`src/rtl/icache.sv`:
```
// Direct-mapped, read-only instruction cache with one-word frames.
// Hits are answered combinationally; a miss issues one word read and fills the frame.
module icache #(
    parameter int NSETS = 16
) (
    input  logic        CLK,
    input  logic        nRST,
    input  logic        imemREN,
    input  logic [31:0] imemaddr,
    output logic        ihit,
    output logic [31:0] imemload,
    output logic        iREN,
    output logic [31:0] iaddr,
    input  logic        iwait,
    input  logic [31:0] iload
);
    localparam int IDXW = $clog2(NSETS);
    localparam int TAGW = 30 - IDXW;

    typedef enum logic {
        IDLE  = 1'b0,
        FETCH = 1'b1
    } state_t;

    state_t           state_q, state_d;
    logic [31:0]      missaddr_q, missaddr_d;
    logic [NSETS-1:0] valid_q;
    logic [TAGW-1:0]  tag_q [NSETS];
    logic [31:0]      data_q [NSETS];

    logic [IDXW-1:0]  req_idx, fill_idx;
    logic [TAGW-1:0]  req_tag, fill_tag;
    logic             lookup_hit;
    logic             fill;

    assign req_idx    = imemaddr[IDXW+1:2];
    assign req_tag    = imemaddr[31:IDXW+2];
    assign fill_idx   = missaddr_q[IDXW+1:2];
    assign fill_tag   = missaddr_q[31:IDXW+2];
    assign lookup_hit = imemREN && valid_q[req_idx] && (tag_q[req_idx] == req_tag);

    always_comb begin
        state_d    = state_q;
        missaddr_d = missaddr_q;
        ihit       = 1'b0;
        imemload   = '0;
        iREN       = 1'b0;
        iaddr      = '0;
        fill       = 1'b0;
        case (state_q)
            IDLE: begin
                if (lookup_hit) begin
                    ihit     = 1'b1;
                    imemload = data_q[req_idx];
                end else if (imemREN) begin
                    missaddr_d = imemaddr & 32'hFFFF_FFFC;
                    state_d    = FETCH;
                end
            end
            FETCH: begin
                // Fetch address is frozen here; redirects are only seen after the fill.
                iREN  = 1'b1;
                iaddr = missaddr_q;
                if (!iwait) begin
                    fill    = 1'b1;
                    state_d = IDLE;
                end
            end
            default: state_d = IDLE;
        endcase
    end

    always_ff @(posedge CLK or negedge nRST) begin
        if (!nRST) begin
            state_q    <= IDLE;
            missaddr_q <= '0;
            valid_q    <= '0;
        end else begin
            state_q    <= state_d;
            missaddr_q <= missaddr_d;
            if (fill) begin
                valid_q[fill_idx] <= 1'b1;
            end
        end
    end

    // Tag and data need no reset: valid bits alone gate their use.
    always_ff @(posedge CLK) begin
        if (fill) begin
            tag_q[fill_idx]  <= fill_tag;
            data_q[fill_idx] <= iload;
        end
    end
endmodule

```
`config.mk`:
```
export PLATFORM = sky130hd
export DESIGN_NAME = icache
export DESIGN_NICKNAME = d
export VERILOG_FILES = /design/src/rtl/icache.sv
export SDC_FILE = /design/constraint.sdc
export NUM_CORES = 1
export LEC_CHECK = 0
export CORE_UTILIZATION = 60
export DETAILED_ROUTE_END_ITERATION = 16
export GPL_TIMING_DRIVEN = 0
export PLACE_DENSITY = 0.87
export SLEW_MARGIN = 10
export SYNTH_ARGS = -nofsm -noshare
export SYNTH_HDL_FRONTEND = slang
export SYNTH_SLANG_ARGS = --single-unit
export TNS_END_PERCENT = 30
```
`constraint.sdc`:
```
create_clock -name CLK -period 10.95 [get_ports CLK]
set_clock_uncertainty 0.2 [all_clocks]
set_input_delay 1.095 -clock CLK [delete_from_list [all_inputs] [get_ports CLK]]
set_output_delay 1.095 -clock CLK [all_outputs]
set_load 0.02 [all_outputs]
```
# Word-level counts from Yosys, hierarchy flattened
# Memories as Yosys holds them, arrays and structs flattened.
# Index checks and enable logic that the tools add are counted.
[op_classes]
n_lt_le_gt_ge = 3
eq_ne = 1
n_mux = 18
bitwise = 3
n_reduce_logical = 4
[ops]
columns = ["op", "n"]
rows = [
  ["two-way mux 32 bit", 3],
  ["equality test 26 bit", 1],
  ["bitwise OR 16 bit", 1],
  ["two-way mux 1 bit", 12],
  ["< comparator 4 x 5 -> 1 bit, second input constant", 2],
  ["binary-select mux 1 bit (select 4 bit)", 1],
  ["demux 1 bit (select 4 bit)", 1],
  [">= comparator 4 x 1 -> 1 bit, second input constant", 1],
  ["logical AND 1 bit", 3],
  ["AND reduction 3 bit", 1],
  ["NOT 1 bit", 2],
  ["case mux 1 bit (2 select lines)", 1],
]
[word_totals]
reg_bits = 47
ram_bits = 928
output_inout_bits = 66
word_cells = 34
memories = 2
[memory_table]
columns = ["memory", "depth", "width", "read_ports", "rd_ports_with_merged_regs", "write_ports", "line_no", "rtl"]
rows = [
  ["data_q", 16, 32, 1, 0, 1, "29", "logic [31:0] data_q [NSETS];"],
  ["tag_q", 16, 26, 1, 0, 1, "28", "logic [TAGW-1:0] tag_q [NSETS];"],
]

# Depth between registers and ports, before layout
[logic_depth]
depth_word = 6
ltp_mapped = 13

# Worst setup path before layout
# OpenSTA, ideal clock, no wires.
[synth_timing]
path_type = "in2reg"
from = "input port iwait"
to = "register valid_q[0]"
setup_ps = 89
t_arrival_ps = 5811
required_ps = 10661
setup_slack_ps = 4850
stages = 4
n_path_buf = 0
path_cell_list = "nor2_1 nand3b_1 nor3_1 or2_2"
[synth_between]
elab_chain_len = 2
[synth_rtl]
columns = ["element", "line_no", "rtl"]
rows = [
  ["start, declared", "14", "input logic iwait,"],
  ["two-way mux 1 bit", "64", "if (!iwait) begin"],
  ["two-way mux 1 bit", "50", "case (state_q)"],
  ["end signal, assigned", "77", "valid_q <= '0;"],
  ["end signal, assigned by index", "82", "valid_q[fill_idx] <= 1'b1;"],
  ["end, declared", "27", "logic [NSETS-1:0] valid_q;"],
]
# Every way passes these cells.
# A chain may end at the register's enable or synchronous reset.

# Worst setup path in the final report
[layout_timing]
from = "input port imemaddr[3]"
to = "output port imemload[2]"
[layout_between]
elab_chain_len = 6
[layout_rtl]
columns = ["element", "line_no", "rtl"]
rows = [
  ["start, declared", "9", "input logic [31:0] imemaddr,"],
  ["branches (longest 4 deep; another with memory read (16 x 26 bit))", "-", ""],
  ["two-way mux 32 bit (*)", "52", "if (lookup_hit) begin"],
  ["two-way mux 32 bit (*)", "50", ""],
  ["end, declared", "11", "output logic [31:0] imemload,"],
]
# Mark *: on every way between the ends. The select of a mux whose other input is x is not followed.

==> key figures <==
Run status
  • Outcome: complete, no violations

GRT
  • Pin count of the biggest net entering global routing: 48
  • Gr usage total: 0.338
  • Vias in the first global route: 20,900
  • Gr ovfl total: 0
  • First-pass GRT wire length: 149,000 µm
  • Initial antenna violation count: 7

Layout
  • Share of layout cells above drive strength 1: 0.276
  • Area Growth Syn to Fin: 17.2%
  • Post-layout nets: 2,037
  • Post-route cell area: 0.0446 mm²
  • Final core area utilization: 0.717

Floorplan
  • Die area: 0.0644 mm²
  • Core Footprint: 0.0622 mm²
  • # rows: 91
  • Initial core utilization: 0.612
  • Die Width: 254 µm
  • IO Count: 134
  • Die height: 254 µm

Logic synthesis
  • Synth warn: 0
  • Largest cells by area after synthesis: edfxtp_1 73%, mux4_2 15%, dfrtp_1 3.1%
  • Post-synth EDFFs: 928
  • Synthesized instance count: 1,681
  • Synth Register Bits: 975
  • Post-synth top area cell: edfxtp_1
  • Seq/Total Area, Yosys: 0.764
  • Synthesized area: 0.0380 mm²
  • Cell with the most instances after synthesis: edfxtp_1
  • Yosys cell types: 62
  • Ys flop type: edfxtp_1
  • Synth top cells by count: 928 x edfxtp_1, 247 x mux4_2, 75 x mux2i_1
  • Avg Inst Size Synth: 22.6 µm²
  • Yosys top cell area share: 0.733
  • Synth async-reset ratio: 0.0482

Drt
  • DRT iter0 DRCs: 2,883
  • Detailed-route DRC error count: 0
  • Wire per inst: 36.7 µm
  • Vias per cell: 7.00
  • Total routed wirelength: 106,000 µm
  • Post-DRT Antenna Nets: 0
  • Pre-antenna DRT Iters: 6
  • DR vias: 20,200

Timing
  • Worst slew pin tran: 1310 ps
  • Final Cycle Share: 0.701
  • Fin crit period: 7670 ps
  • Max Freq: 130 MHz
  • Unrepaired setup endpoints after global routing: no
  • Relative slew slack: 0.126
  • Final hold violation count: 0
  • Fin. max-slew vios: 0
  • Endpoints failing setup: 0

Power
  • PwrDens: 188 mW/mm²
  • Leak pwr: 0.0145 µW
  • Worst vdd ir: 0.000162 V

CTS
  • CTS tree: built
  • Num CTS Buffers: 92
  • Setup Buffers After CTS: 0
  • Clk root buf: clkbuf_16
  • H-tree depth: 3
  • # resized after CTS: 0
  • Clock tree buffer depth: 3
  • Clock Latency Late Sink: 660 ps
  • CTS clk-pin slew, worst paths: 60 ps
  • Clock tree sinks: 975
  • CTS hold repair buffers: 0

Placement
  • Hpwl dp: 62,300 µm
  • Placer Congestion: 0.886
  • Dpl cell area: 0.0416 mm²
  • PortBufs: 123

Worst setup path
  • Startpoint types: input port
  • Crit path kind: in -> out
  • Worst Setup End Kind: output port
  • CP Max Fanout: 10
  • Req. time, crit path: 9660 ps
  • Critical Path AT: 6380 ps

Min path
  • Tightest Hold Check Type: reg -> reg

Job
  • Max Cap Viol: 0
## metal layers
metal	vias to the layer above	routed length, µm	GRT usage
met3	459	11400	0.0751
met2	1778	54300	0.572
met5	-	57	0
met4	8	6900	0.203
met1	10300	33000	0.398
li1	7591	-	-
## final timing paths
kind,end,slack [ps],cells after the start,from
worst min-delay path,valid_q[0],270,1,valid_q[0]
worst max register to register,missaddr_q[30],7100,9,tag_q[14][25]
min in group asynchronous,missaddr_q[17],320,1,nRST
max in group asynchronous,missaddr_q[22],9690,1,nRST
worst min register to register,valid_q[0],270,1,valid_q[0]
worst max-delay path,imemload[2],3280,12,imemaddr[3]
## power breakdown
| group | internal [µW] | switching [µW] | total [µW] |
|---|---|---|---|
| clock | 1800 | 1390 | 3190 |
| combinational | 313 | 392 | 705 |
| sequential | 4310 | 152 | 4470 |
| total | 6420 | 1940 | 8360 |
## layout by cell type (no fill, tap or decap), types with 8 or more instances in the layout
cell,count
nor2_1,8
nand2_1,13
buf_2,20
edfxtp_1,928
clkbuf_1,49
buf_12,15
xnor2_1,26
clkdlybuf4s50_1,122
buf_1,11
buf_4,36
buf_16,21
mux4_2,247
buf_6,21
clkinv_2,13
mux2i_1,75
or2_2,17
clkinv_1,26
nor2_4,12
xor2_1,13
mux2_4,29
and2_1,65
clkbuf_16,97
dfrtp_1,47
## state kept, by name (all words and copies together) (netlist names)
register and count:
data_q 512, tag_q 416, valid_q 16, state_q 1
missaddr_q 30
## critical path, cell delays in order
cell             delay [ps]
clkdlybuf4s50_1         600
buf_4                   310
buf_4                   270
buf_4                   270
clkbuf_1                760
a21oi_1                 180
xor2_1                  230
nor4_1                  650
and4_1                  580
clkbuf_2                380
and2_1                  340
clkdlybuf4s50_1         680
## per-stage QoR
stage	instances	power (µW)	TNS [ps]	hold slack, ps	setup WS (ps)
CTS	2880	8350	0	271	3440
detailed placement	2712	5210	0	255	3420
finish	2882	8360	0	272	3280
floorplan	1682	4870	0	234	4850
global placement	2642	5130	-99810	245	-669
global route	2882	8520	0	294	3240
## cells by family (layout without fill, tap and decap cells)
family	count (synthesis)	in the layout	synth area share
mux	355	355	0.179
flops	975	975	0.764
other cells	1	4	0.0000986
compound gates	55	55	0.0113
simple gates	162	162	0.0245
buf+inv	94	455	0.0130
xor+xnor	39	39	0.00898
## layout make-up
type / instances / area [µm²]
well taps: 837 / 1050
clock inverters: 51 / 444
inverters: 7 / 26.3
fillers: 3349 / 17600
plain buffers: 87 / 468
clock buffers: 117 / 2520
flip-flops and latches: 975 / 29000
repair buffers: 193 / 2410
multi-input cells: 613 / 8620
diodes: 2 / 5.00
(Power assumes the default switching activity.)
